===== src/rtl/jc_phase_decoder.sv =====
// Phase decoder for a 4-bit Johnson counter. Produces a registered one-hot and binary phase,
// sticky illegal-code / illegal-transition flags, and a count of completed Johnson cycles.
module jc_phase_decoder #(
  parameter int CNT_W = 8
) (
  input  logic             clk,
  input  logic             clr,
  input  logic             ce,
  input  logic [3:0]       q,
  input  logic             tc,
  input  logic             ceo,
  input  logic             err_clr,
  output logic [7:0]       phase,
  output logic [2:0]       phase_idx,
  output logic             valid,
  output logic             code_err,
  output logic             seq_err,
  output logic [CNT_W-1:0] wraps,
  output logic             wrap_pulse
);

  typedef struct packed {
    logic       legal;
    logic [2:0] idx;
  } dec_t;

  function automatic dec_t decode(input logic [3:0] code);
    dec_t d;
    d.legal = 1'b1;
    d.idx   = 3'd0;
    case (code)
      4'b0000: d.idx = 3'd0;
      4'b0001: d.idx = 3'd1;
      4'b0011: d.idx = 3'd2;
      4'b0111: d.idx = 3'd3;
      4'b1111: d.idx = 3'd4;
      4'b1110: d.idx = 3'd5;
      4'b1100: d.idx = 3'd6;
      4'b1000: d.idx = 3'd7;
      default: d.legal = 1'b0;
    endcase
    return d;
  endfunction

  function automatic logic [3:0] next_code(input logic [3:0] code);
    return {code[2:0], ~code[3]};
  endfunction

  logic [3:0] q_d;
  logic       ce_d;
  logic       have_prev;
  dec_t       cur;
  dec_t       prv;
  logic       seq_bad;

  // tc carries no information beyond ceo (= ce & tc); only ceo is counted.
  logic unused_tc;
  assign unused_tc = tc;

  // NOTE: every signal assigned in always_comb gets a default first, so no latch is inferred.
  always_comb begin
    cur     = decode(q);
    prv     = decode(q_d);
    seq_bad = 1'b0;
    // A jump to 0000 is the counter's own clear and is always accepted.
    if (have_prev && cur.legal && prv.legal && (q != 4'b0000)) begin
      if (ce_d) seq_bad = (q != next_code(q_d));
      else      seq_bad = (q != q_d);
    end
  end

  // NOTE: sequential state uses non-blocking assignments so all registers update from pre-edge values.
  always_ff @(posedge clk or negedge clr) begin
    if (!clr) begin
      phase      <= '0;
      phase_idx  <= '0;
      valid      <= 1'b0;
      code_err   <= 1'b0;
      seq_err    <= 1'b0;
      wraps      <= '0;
      wrap_pulse <= 1'b0;
      q_d        <= 4'b0000;
      ce_d       <= 1'b0;
      have_prev  <= 1'b0;
    end else begin
      if (cur.legal) begin
        phase     <= 8'b1 << cur.idx;
        phase_idx <= cur.idx;
        valid     <= 1'b1;
      end else begin
        phase     <= '0;
        valid     <= 1'b0;
      end

      // A fresh error outranks a clear in the same cycle.
      if (!cur.legal)   code_err <= 1'b1;
      else if (err_clr) code_err <= 1'b0;

      if (seq_bad)      seq_err <= 1'b1;
      else if (err_clr) seq_err <= 1'b0;

      wrap_pulse <= ceo;
      if (ceo) wraps <= wraps + CNT_W'(1);

      q_d       <= q;
      ce_d      <= ce;
      have_prev <= 1'b1;
    end
  end

endmodule

===== config.mk =====
export PLATFORM = sky130hd
export DESIGN_NAME = jc_phase_decoder
export DESIGN_NICKNAME = d
export VERILOG_FILES = /design/src/rtl/jc_phase_decoder.sv
export SDC_FILE = /design/constraint.sdc
export NUM_CORES = 1
export LEC_CHECK = 0
export BUFFER_PORTS_ARGS = -buffer_cell sky130_fd_sc_hd__buf_4
export CORE_MARGIN = 8
export CORE_UTILIZATION = 55
export CTS_CLUSTER_DIAMETER = 40
export DETAILED_ROUTE_END_ITERATION = 6
export HOLD_SLACK_MARGIN = 0.12
export PLACE_DENSITY_LB_ADDON = 0.15
export RECOVER_POWER = 25
export SLEW_MARGIN = 20
export SYNTH_ARGS = -nofsm -noshare
export SYNTH_HDL_FRONTEND = slang
export SYNTH_SLANG_ARGS = --single-unit

===== constraint.sdc =====
create_clock -name clk -period 2.7 [get_ports clk]
set_input_delay 0.135 -clock clk [delete_from_list [all_inputs] [get_ports clk]]
set_output_delay 0.135 -clock clk [all_outputs]
set_load 0.01 [all_outputs]

==> impl_metrics.toml <==
[detailed_routing]
vias = 918
drtAntennaViolNets = 0
dr.pass1.iters = 3
viasPerCell = 5.28
dr.first_iter.drc_count = 26
routed_wl_mm = 2.56
drcViolationCount = 0
wl_per_cell_um = 14.7

[logic_synthesis]
syn-num-nets = 118
ys.flop_type = "dfrtp_1"
synth_seq_cells = 29
synthTopCellsByCount = "dfrtp_1 (29), nand2_1 (6), xnor2_1 (6)"
synth_edf_count = 0
synthArstFlopShare_pct = 100
synthCells = 107
synth.lib_cells_used.distinct = 35
yosysWarnings = 0
netlist.area_leader.share_pct = 56.8
yosysMostFrequentCell = "dfrtp_1"
synth_area_leaders = "dfrtp_1 (57%), xnor2_1 (4.1%), xor2_1 (3.4%)"
ys_seq_area_share_pct = 56.8
synth_top_area_cell = "dfrtp_1"
syn_avg_cell_area_sq_um = 11.9
netlist_area_sq_um = 1280

[worst_hold_path]
hold_class = "flip-flop to flip-flop"
min_to = "wraps[7]"
hold_path_depth = 1
hp-start = "wraps[7]"

[setup_path]
cp-end-kind = "async pin"
cp.arrival_ps = 1760
slowest_stage = "clkbuf_1"
cp_top_family = "buffers and inverters"
cp_cell_sequence = "dlygate4sd3_1, clkbuf_1"
crit_fanout = 29
r2r-end = "seq_err"
slowest_delay_ps = 1070
crit_buf_inv = 2
required_ps = 2870
start_kind = "primary input"
worst-setup-path-type = "primary input to async pin"
r2r_slack_ps = 1320
regToRegStartpoint = "ce_d"
ff2ff_path_depth = 4

[floorplan]
rows = 17
core_area_sq_um = 2210
fp.dieArea_sq_um = 4120
fp.dieW_um = 64.2
start_util_pct = 57.7
ios = 33
die_h_um = 64.2

[final_layout]
n_antenna_cell = 0
layout-drive-gt1-share_pct = 28.1
multi_input_area_sq_um = 484
regArea_sq_um = 726
syn_to_final_growth_pct = 25.6
final_nets = 158
fill_cells = 178

[sta]
setup_tns_ps = 0
slew_violations = 0
fin_worst_skew_ps = 8.15
timing.fmax_ghz = 0.628
rsz0062_at_grt = "no"
finalSetupViolations = 0
slew_headroom_pct = 3.36
period_share_pct = 59.0
worstMarginPinSlew_ps = 1450
hold_viol = 0
layout_min_cycle_time_ps = 1590

[flow_run]
maxCapViolations = 0

[power]
p_leak_nw = 0.772
power_density_nw_per_um2 = 701
worst_ir_drop_vdd_mv = 0.687
p_total_mw = 1.12

[status]
outcome = "finished, final reports clean"

[clocking]
insertion_delay_ps = 310
cts_resized = 0
cts-root-buf = "clkbuf_4"
cts_sinks = 29
clk_pin_slew_ps = 90
htree_levels = 2
numCtsBuffers = 5
cts_tree = "yes"
clock_path_buffers = 2

[global_route]
grt_util_all_layers_pct = 13.2
grt_pass1_wl_mm = 4.35
use_met1_pct = 13.4
grt_max_degree = 30
grt_pass1_vias = 995
met3_usage_pct = 4.36
met2_usage_pct = 23.6
overflow = 0
grt-busiest-layer = "met2"
antenna_found_initial = 0

[placed_design]
numPortBuffers = 31
place_congestion = 0.700
dp.final_hpwl_mm = 1.72
-- worst max path at each step --
stage,cells past startpoint,start,end,slack (ps)
final,2,clr,q_d[1],1110
after global routing,2,clr,q_d[3],740
after CTS,4,ce_d,seq_err,1300
after detailed placement,4,ce_d,seq_err,1310
after global placement,4,ce_d,seq_err,1410
after floorplan,5,ce_d,seq_err,1470
-- stage by stage --
step / worst slack (ps) / instances / hold WS (ps) / util (%) / cell area, sq um
global placement: 1410 / 160 / 70.6 / 67.3 / 1490
CTS: 1300 / 174 / 266 / 72.9 / 1610
global route: 742 / 174 / 501 / 72.5 / 1600
floorplan: 1470 / 107 / -161 / - / 1280
detailed placement: 1310 / 160 / 73.6 / 67.3 / 1490
finish: 1110 / 174 / 482 / 72.5 / 1600
-- cell type report --
class | count | area share, %
clock inverter | 1 | 0.312
tap | 28 | 2.18
timing repair buffer | 39 | 19.0
multi-input combinational | 69 | 30.2
inverter | 3 | 0.702
clock buffer | 5 | 2.34
sequential | 29 | 45.2
-- sequential cells by signal, summed over array words and instances, names as in the netlist --
| name | cells |
|---|---|
| have_prev | 1 |
| valid | 1 |
| phase | 8 |
| phase_idx | 3 |
| ce_d | 1 |
| wrap_pulse | 1 |
| wraps | 8 |
| seq_err | 1 |
| q_d | 4 |
| code_err | 1 |
-- report_power, final --
group	total (mW)	switching, mW	internal [mW]	leakage [nW]
Sequential	0.588	0.0826	0.506	0.363
Combinational	0.313	0.142	0.171	0.382
Clock	0.223	0.133	0.0901	0.0269
-- layout by cell type, fill, tap and decap left out, types with 4 or more instances in the layout --
master,synthesis,final
nand2_1,6,6
dfrtp_1,29,29
xor2_1,5,5
xnor2_1,6,6
o21ai_0,4,4
dlygate4sd3_1,0,8
buf_4,2,28
clkbuf_4,0,6
nor2_1,5,5
a21oi_1,5,5
-- layer usage --
layer,wire length [um],vias up,share of wire (%)
met4,31,0,1.2
met3,123,4,4.8
met2,1350,17,53
met1,1060,453,41
met5,0,-,0
li1,-,444,-
-- cell families after synthesis --
group	synth area share, %
other cells	0.294
mux	5.00
compound gates	8.52
fa+ha+maj	0.979
simple gates	15.6
xor+xnor	7.54
buf+inv	5.29
flops	56.8
-- what timing repair did --
item	4_1_cts	5_1_grt
hold buffers	8	0
setup buffers	0	0
endpoints found under the hold margin	46	0
(Power assumes the default switching activity.)
